$ cat src/rtl/fft_frame_ctrl.sv
`default_nettype none
// ============================================================================
// Module   : fft_frame_ctrl
// Brief    : Valid/ready sequencer for a clock-enabled pipelined FFT core;
//            drives core reset/enable, drains with zeros on flush, frames results.
// Option   : FFT_FRAME_CTRL_STATS_EN enables the o_latency / o_frames counters.
// Revision : 1.0 - initial release
// ============================================================================
module fft_frame_ctrl #(
    parameter int IWIDTH = 12,
    parameter int OWIDTH = 19,
    parameter int LGN    = 12,
    parameter int PW     = 4
) (
    input  logic                  i_clk,
    input  logic                  i_reset,
    input  logic                  i_flush,
    input  logic                  s_valid,
    output logic                  s_ready,
    input  logic [2*IWIDTH-1:0]   s_sample,
    output logic                  o_fft_reset,
    output logic                  o_fft_ce,
    output logic [2*IWIDTH-1:0]   o_fft_sample,
    input  logic [2*OWIDTH-1:0]   i_fft_result,
    input  logic                  i_fft_sync,
    output logic                  m_valid,
    input  logic                  m_ready,
    output logic [2*OWIDTH-1:0]   m_data,
    output logic [LGN-1:0]        m_bin,
    output logic                  m_first,
    output logic                  m_last,
    output logic                  o_busy,
    output logic                  o_err_sync,
    output logic [31:0]           o_latency,
    output logic [31:0]           o_frames
);

    localparam logic [1:0]     c_idle  = 2'd0;
    localparam logic [1:0]     c_clr   = 2'd1;
    localparam logic [1:0]     c_run   = 2'd2;
    localparam logic [1:0]     c_flush = 2'd3;
    localparam logic [LGN-1:0] c_n_last = {LGN{1'b1}};

    logic [1:0]     r_state, w_next_state;
    logic [LGN-1:0] r_in_idx;
    logic [PW-1:0]  r_pending;
    logic           r_out_active, r_fresh, r_flush_req;
    logic [LGN-1:0] r_bin;

    logic w_run, w_flush, w_out_active, w_out_ok, w_ce, w_accept, w_hs;
    logic w_last_hs, w_wrap, w_err, w_flush_go;

    always_ff @(posedge i_clk) begin
        if (i_reset) r_state <= c_idle;
        else         r_state <= w_next_state;
    end

    always_comb begin
        w_next_state = r_state;
        w_run        = (r_state == c_run);
        w_flush      = (r_state == c_flush);
        // sync arriving with a fresh result opens the output stream in that same cycle
        w_out_active = (w_run | w_flush) & (r_out_active | (r_fresh & i_fft_sync));
        m_valid      = !i_reset & w_out_active & r_fresh;
        w_out_ok     = !m_valid | m_ready;
        w_hs         = m_valid & m_ready;
        w_last_hs    = w_hs & (r_bin == c_n_last);
        // stop feeding zeros the moment the last owed frame completes
        w_flush_go   = (r_pending > PW'(1)) | ((r_pending == PW'(1)) & !w_last_hs);
        w_ce         = !i_reset & w_out_ok & ((w_run & s_valid) | (w_flush & w_flush_go));
        s_ready      = !i_reset & w_run & w_out_ok;
        w_accept     = s_valid & s_ready;
        w_wrap       = w_accept & (r_in_idx == c_n_last);
        w_err        = !i_reset & r_out_active & r_fresh & i_fft_sync & (r_bin != '0);
        case (r_state)
            c_idle:  if (s_valid) w_next_state = c_clr;
            c_clr:   w_next_state = c_run;
            c_run:   if (r_flush_req && (r_in_idx == '0)) w_next_state = c_flush;
            default: if ((r_pending == '0) && !r_fresh) w_next_state = c_idle;
        endcase
    end

    always_ff @(posedge i_clk) begin
        if (i_reset) begin
            r_in_idx     <= '0;
            r_pending    <= '0;
            r_out_active <= 1'b0;
            r_fresh      <= 1'b0;
            r_bin        <= '0;
            r_flush_req  <= 1'b0;
        end else begin
            if (w_ce)      r_fresh <= 1'b1;
            else if (w_hs) r_fresh <= 1'b0;

            if ((r_state == c_idle) || (r_state == c_clr)) begin
                r_out_active <= 1'b0;
                r_bin        <= '0;
            end else begin
                r_out_active <= w_out_active;
                if (w_err)     r_bin <= '0;
                else if (w_hs) r_bin <= r_bin + LGN'(1);
            end

            if (w_accept) r_in_idx <= r_in_idx + LGN'(1);

            if (w_wrap && !w_last_hs)      r_pending <= r_pending + PW'(1);
            else if (!w_wrap && w_last_hs) r_pending <= r_pending - PW'(1);

            if (w_run && (w_next_state == c_flush)) r_flush_req <= 1'b0;
            else if (w_run && i_flush)              r_flush_req <= 1'b1;
        end
    end

    assign o_fft_reset  = i_reset | (r_state == c_clr);
    assign o_fft_ce     = w_ce;
    assign o_fft_sample = w_run ? s_sample : '0;
    assign m_data       = i_fft_result;
    assign m_bin        = r_bin;
    assign m_first      = m_valid & (r_bin == '0);
    assign m_last       = m_valid & (r_bin == c_n_last);
    assign o_busy       = !i_reset & (r_state != c_idle);
    assign o_err_sync   = w_err;

`ifdef FFT_FRAME_CTRL_STATS_EN
    logic [31:0] r_latency, r_frames;
    logic        r_lat_wait, r_lat_on;

    // latency window: first accepted sample after CLR up to the first sync
    always_ff @(posedge i_clk) begin
        if (i_reset) begin
            r_latency  <= '0;
            r_frames   <= '0;
            r_lat_wait <= 1'b0;
            r_lat_on   <= 1'b0;
        end else begin
            if (w_last_hs) r_frames <= r_frames + 32'd1;
            if (r_state == c_clr) begin
                r_lat_wait <= 1'b1;
                r_lat_on   <= 1'b0;
            end else if (r_lat_wait && w_accept) begin
                r_lat_wait <= 1'b0;
                r_lat_on   <= 1'b1;
                r_latency  <= 32'd1;
            end else if (r_lat_on) begin
                if (r_fresh && i_fft_sync) r_lat_on  <= 1'b0;
                else if (w_ce)             r_latency <= r_latency + 32'd1;
            end
        end
    end

    assign o_latency = r_latency;
    assign o_frames  = r_frames;
`else
    assign o_latency = '0;
    assign o_frames  = '0;
`endif

endmodule
`default_nettype wire

$ cat config.mk
export PLATFORM = sky130hd
export DESIGN_NAME = fft_frame_ctrl
export DESIGN_NICKNAME = d
export VERILOG_FILES = /design/src/rtl/fft_frame_ctrl.sv
export SDC_FILE = /design/constraint.sdc
export NUM_CORES = 1
export LEC_CHECK = 0
export CAP_MARGIN = 20
export CORE_ASPECT_RATIO = 2
export CORE_UTILIZATION = 36
export DETAILED_ROUTE_END_ITERATION = 8
export PLACE_DENSITY = 0.86
export SLEW_MARGIN = 10
export SYNTH_ARGS = -nofsm -noshare
export SYNTH_HDL_FRONTEND = slang
export SYNTH_SLANG_ARGS = --single-unit
$ cat constraint.sdc
create_clock -name i_clk -period 7.68 [get_ports i_clk]
set_input_delay 2.304 -clock i_clk [delete_from_list [all_inputs] [get_ports i_clk]]
set_output_delay 2.304 -clock i_clk [all_outputs]
set_load 0.05 [all_outputs]
# --- After elaboration in Yosys (flattened, before gate mapping) ---
# Index checks and enable logic that the tools add are counted.
totals:
  register_bits: 33
  in_bits: 68
  output_inout_bits: 146
  elab_cells: 79
op_classes:
  n_addsub: 4
  n_lt_le_gt_ge: 1
  n_eq_ne: 7
  muxes: 9
  n_bitwise: 28
  reduce_logical: 23
op_table:
  columns: ["op", "n"]
  rows:
  - ["$add A12 B1 Y12 const B", 2]
  - ["$eq A12 B12 Y1 const B", 2]
  - ["$logic_not A12 Y1", 2]
  - ["$mux W24", 1]
  - ["$and A1 B1 Y1", 22]
  - ["$reduce_bool A12 Y1", 1]
  - ["$mux W4", 2]
  - ["$eq A2 B2 Y1 const B", 3]
  - ["$logic_and A1 B1 Y1", 6]
  - ["$mux W2", 3]
  - ["$or A1 B1 Y1", 6]
  - ["$pmux W2 S3", 1]
  - ["$reduce_bool A2 Y1", 3]
  - ["$logic_not A1 Y1", 5]
  - ["$add A4 B1 Y4 const B", 1]
  - ["$eq A4 B1 Y1 const B", 1]
  - ["$gt A4 B1 Y1 const B", 1]
  - ["$logic_not A4 Y1", 1]
  - ["$reduce_or A2 Y1", 2]
  - ["$sub A4 B1 Y4 const B", 1]
  - ["$reduce_or A3 Y1", 1]
  - ["$eq A2 B1 Y1 const B", 1]
  - ["$logic_not A2 Y1", 1]
  - ["$mux W1", 2]
  - ["$logic_or A1 B1 Y1", 1]

# --- Depth between registers and ports, before layout ---
logic_depth:
  word_depth: 14
  ltp_mapped: 12

# --- Least setup slack after synthesis ---
# Ideal clock, no wire load.
synth_timing:
  path_type: "in2out"
  start: "in i_reset"
  end: "out m_last"
  t_arrival_ns: 3.712
  t_required_ns: 5.376
  slack_ns: 1.664
  path_stages: 3
  n_path_buf: 0
  cell_sequence: "o21ba_2 -> nand2_1 -> nor3_1"
synth_via:
  elab_chain_cells: 4
synth_rtl:
  columns: ["item", "line_no", "source"]
  rows:
  - ["start, declared", "16", "input logic i_reset,"]
  - ["$logic_not A1 Y1", "64", "m_valid = !i_reset & w_out_active & r_fresh;"]
  - ["$and A1 B1 Y1 (2 in series)", "64", null]
  - ["$and A1 B1 Y1", "120", "assign m_last = m_valid & (r_bin == c_n_last);"]
  - ["end, declared", "31", "output logic m_last,"]
# Every way passes these cells.

# --- Worst setup path in the final report ---
layout_timing:
  start: "in m_ready"
  end: "out o_fft_ce"
layout_via:
  elab_chain_cells: 8
  elab_cells_between_ends: 10
  cone_classes: "bitwise (9); reduce/logical (1)"
layout_rtl:
  columns: ["item", "line_no", "source"]
  rows:
  - ["start, declared", "27", "input logic m_ready,"]
  - ["$and A1 B1 Y1", "66", "w_hs = m_valid & m_ready;"]
  - ["$and A1 B1 Y1", "67", "w_last_hs = w_hs & (r_bin == c_n_last);"]
  - ["$logic_not A1 Y1", "69", "w_flush_go = (r_pending > PW'(1)) | ((r_pending == PW'(1)) & !w_last_hs);"]
  - ["$and A1 B1 Y1", "69", null]
  - ["$or A1 B1 Y1", "69", null]
  - ["$and A1 B1 Y1", "70", "w_ce = !i_reset & w_out_ok & ((w_run & s_valid) | (w_flush & w_flush_go));"]
  - ["$or A1 B1 Y1", "70", null]
  - ["$and A1 B1 Y1 *", "70", null]
  - ["end, declared", "22", "output logic o_fft_ce,"]
# Mark *: on every way between the ends. The rest lies on a longest branch, timed or not.

==> impl.org <==
** GRT
- The first global-routing pass estimated 10910 um of wire.
- The number of global-route vias before repair was 2289.
- The initial antenna violation count is 0.
- Entering global routing, the biggest net connects 35 pins.
- Summed over all layers, the global routing overflow is 0.
- Tot GR Track Use :: 0.1649

** Logic synthesis
- Yosys mapped a number of flops with a built-in enable equal to 0.
- Synthesis produced a netlist whose cell count is 352.
- Top cells by area in the synthesized netlist :: sky130_fd_sc_hd__buf_4 27%, sky130_fd_sc_hd__dfxtp_1 23%, sky130_fd_sc_hd__and2_1 5.9%, sky130_fd_sc_hd__ha_1 5.2%, sky130_fd_sc_hd__a21oi_1 3.0%
- In the synthesized netlist the async set-or-reset flop fraction comes to 0.
- For this run, the number of Yosys warnings is 0.
- In this run, synthesis produced a sequential element count of 33.
- For this run, the register share of the synthesized area comes to 0.2297.
- Post-synthesis area per instance :: 8.172 um^2
- Most common cell in the synthesized netlist :: sky130_fd_sc_hd__buf_4
- Of the post-synthesis cell area, the dominant cell type holds 0.2688.
- Post-synth top cells :: 103 x sky130_fd_sc_hd__buf_4, 33 x sky130_fd_sc_hd__dfxtp_1, 27 x sky130_fd_sc_hd__and2_1
- The most used flip-flop cell after synthesis is sky130_fd_sc_hd__dfxtp_1.
- Yosys mapped the design onto 56 distinct sky130hd cell types.
- Post-synth top area cell :: sky130_fd_sc_hd__buf_4
- Summing every instance area after synthesis gives 2877 um^2.

** Cells and area
- Relative to the synthesized area, the layout overhead comes to 14.31%.
- Utilization of the core after routing :: 0.4294
- Fraction of layout instances using a drive strength above 1 :: 0.05195
- Summing all multi-input logic gate instances after layout gives 1579 um^2.
- Summing all non-filler instances in the final layout gives an area of 3288 um^2.
- The number of antenna diodes in the final layout is 0.
- The net count of the finished layout is 464.
- Filler cells :: 767
- FF+latch area :: 660.6 um^2

** Critical path
- Crit end category :: output pin
- R2R depth :: 10
- In this run the critical register-to-register path is launched from r_state[0].
- Register-to-Register Setup Slack :: 4.20 ns
- Of all nets on the critical path, the largest fanout is 10.
- Data arrival time at the worst-slack endpoint :: 4.88 ns
- Crit path kind :: in2out
- Endpoint required time on the critical path :: 5.38 ns
- The endpoint identified for the worst register-to-register timing path is r_pending[3].
- STA classifies the critical path startpoint as an input pin.

** CTS
- Clock latency on the worst-skew pair, taken at its later pin, is 0.28 ns.
- CTS tree :: built
- Hold-fix buffers at CTS :: 0
- The tree is rooted in a sky130_fd_sc_hd__clkbuf_16.
- Total setup buffers inserted after CTS :: 0
- Number of clock sinks :: 33
- Clk slew on worst S/H paths :: 0.05 ns
- Once the clock tree was built, the resizer swapped 0 gates to a different size.
- Maximum count of clock buffers along a single path :: 2
- Inserted Clock Buffers :: 5
- H-tree depth reported by CTS :: 2

** Worst hold path
- The worst hold path terminates at r_in_idx[10].
- The worst hold path begins at r_in_idx[10].
- Counting instances, the worst hold path has a depth of 2.
- Worst hold path class :: reg2reg

** Placed design
- Cell area after placement :: 3152 um^2
- Routability-driven placement finished with a final weighted congestion of 0.9185.
- At the placement stage, the worst setup path has a slack of 0.6249 ns.
- The wire-length estimate of the detail-placed layout is 5133 um.
- In this run the tool buffered the top-level ports with 73 buffer cells.

** Power
- For this design the ratio of total power to cell area is 204.3 nW/um^2.
- Static Leak :: 1.291 nW
- Across the VDD grid, the largest voltage drop is 151.5 uV.
- Overall power consumption after layout is estimated at 0.0006718 W.

** STA
- Setup repair after global routing left no endpoint under its margin.
- Final-report setup violation count :: 0
- Fmax :: 0.1391 GHz
- In this run the tightest slew margin relative to its limit is 0.3953.
- Setup TNS :: 0 ns
- The number of failing hold endpoints at the final stage came to 0.
- Subtracting the final worst setup slack from the clock period gives 7.188 ns.
- Clock skew on the completed layout was measured at 0.002967 ns.
- Actual transition at the worst max-transition pin :: 0.9071 ns
- Of the available clock period, the critical path in the final layout requires 0.9359.
- Post-route worst setup slack :: 0.4922 ns
- The count of final max-slew check failures came to 0.

** Run
- The tool flagged a number of max-cap violations equal to 0.

** Floorplan
- The core region is 7657 um^2.
- The die is 65.21 um wide.
- The initialized floorplan defines 45 standard-cell rows.
- Area of the die :: 8373 um^2
- 214 I/O pins were placed.
- For this configuration, the core starts out at a cell density of 0.3757.
- In this run the vertical extent of the chip is 128.4 um.

** Outcome
- Run status :: completed

** Detailed routing
- After the first detailed-routing iteration, the DRC count stood at 111.
- Detailed-route DRC error count :: 0
- Dividing the detail-routed wire length by the instance count gives 13.96 um.
- In this run the remaining antenna-violating nets after routing total 0.
- The routed layout has 2406 vias.
- After detailed routing, the number of vias per cell comes to 5.023.
- The first TritonRoute pass finished after 4 iterations.
- After detailed routing, the total wire length is 6688 um.
==> cells in the final DEF, fill, tap and decap left out, drive strengths merged, types with 2 or more instances in the layout <==
cell	n
or4	5
o2111ai	2
dfxtp	33
clkbuf	8
and4	2
xnor2	6
and2	27
ha	12
nor3	2
nand4	6
o31ai	4
o41ai	2
or3	10
mux2i	4
o21ai	11
xor2	6
nor4	5
nand2	9
a21oi	17
clkdlybuf4s50	73
conb	64
o211ai	4
nand3	9
nor2	22
and3	4
nor4b	4
inv	15
==> cell type report <==
class	instances	area share
sequential	33	0.2009
timing repair buffer	74	0.2245
inverter	15	0.01712
tap	94	0.03577
clock buffer	8	0.04148
multi-input combinational	255	0.4802
==> sequential cells by signal (all words and copies together), names as in the netlist <==
register / cells
r_state: 2
r_flush_req: 1
r_out_active: 1
r_fresh: 1
r_pending: 4
r_in_idx: 12
m_bin: 12
==> power by group <==
part	switching, W	internal, W
logic	0.000215	0.0000839
registers	0.00000650	0.000177
clock network	0.0000691	0.000120
==> how the worst max path moves through the flow <==
stage          startpoint        to  cells after the start
2_1_floorplan     i_reset    m_last                      3
3_3_place_gp   i_fft_sync  o_fft_ce                      6
3_5_place_dp   i_fft_sync  o_fft_ce                      6
4_1_cts        i_fft_sync  o_fft_ce                      6
5_1_grt        i_fft_sync  o_fft_ce                      6
6_report          m_ready  o_fft_ce                      6
==> metal layers <==
layer,global-route usage,vias up,wire length (um)
met5,0,-,0
met4,0.1151,0,379
met3,0.03812,49,482
met2,0.2935,142,3499
met1,0.1630,1110,2327
li1,-,1105,-
==> kinds of logic after synthesis <==
kind of cell,after synthesis,share of synthesized area
buffers and inverters,127,0.3036
AND/OR/NAND/NOR,111,0.2366
AO/OA/AOI/OAI,52,0.1261
flip-flops,33,0.2297
adder cells (fa/ha/maj),12,0.05220
XOR/XNOR,12,0.03654
multiplexers,4,0.01392
other,1,0.001304
==> worst max-delay path: stages <==
cell and delay, ns:
sky130_fd_sc_hd__clkdlybuf4s50_1 0.70, sky130_fd_sc_hd__inv_1 0.16, sky130_fd_sc_hd__a2111oi_0 0.55, sky130_fd_sc_hd__o41ai_1 0.24, sky130_fd_sc_hd__nand2_1 0.12, sky130_fd_sc_hd__clkdlybuf4s50_1 0.80
==> per-stage QoR <==
step                hold slack [ns]  cells
floorplan                    0.4544    415
global placement             0.4791    471
detailed placement           0.5047    471
CTS                          0.5096    479
global route                 0.5453    479
finish                       0.5065    479
No activity file was read; power rests on OpenSTA's default activity.
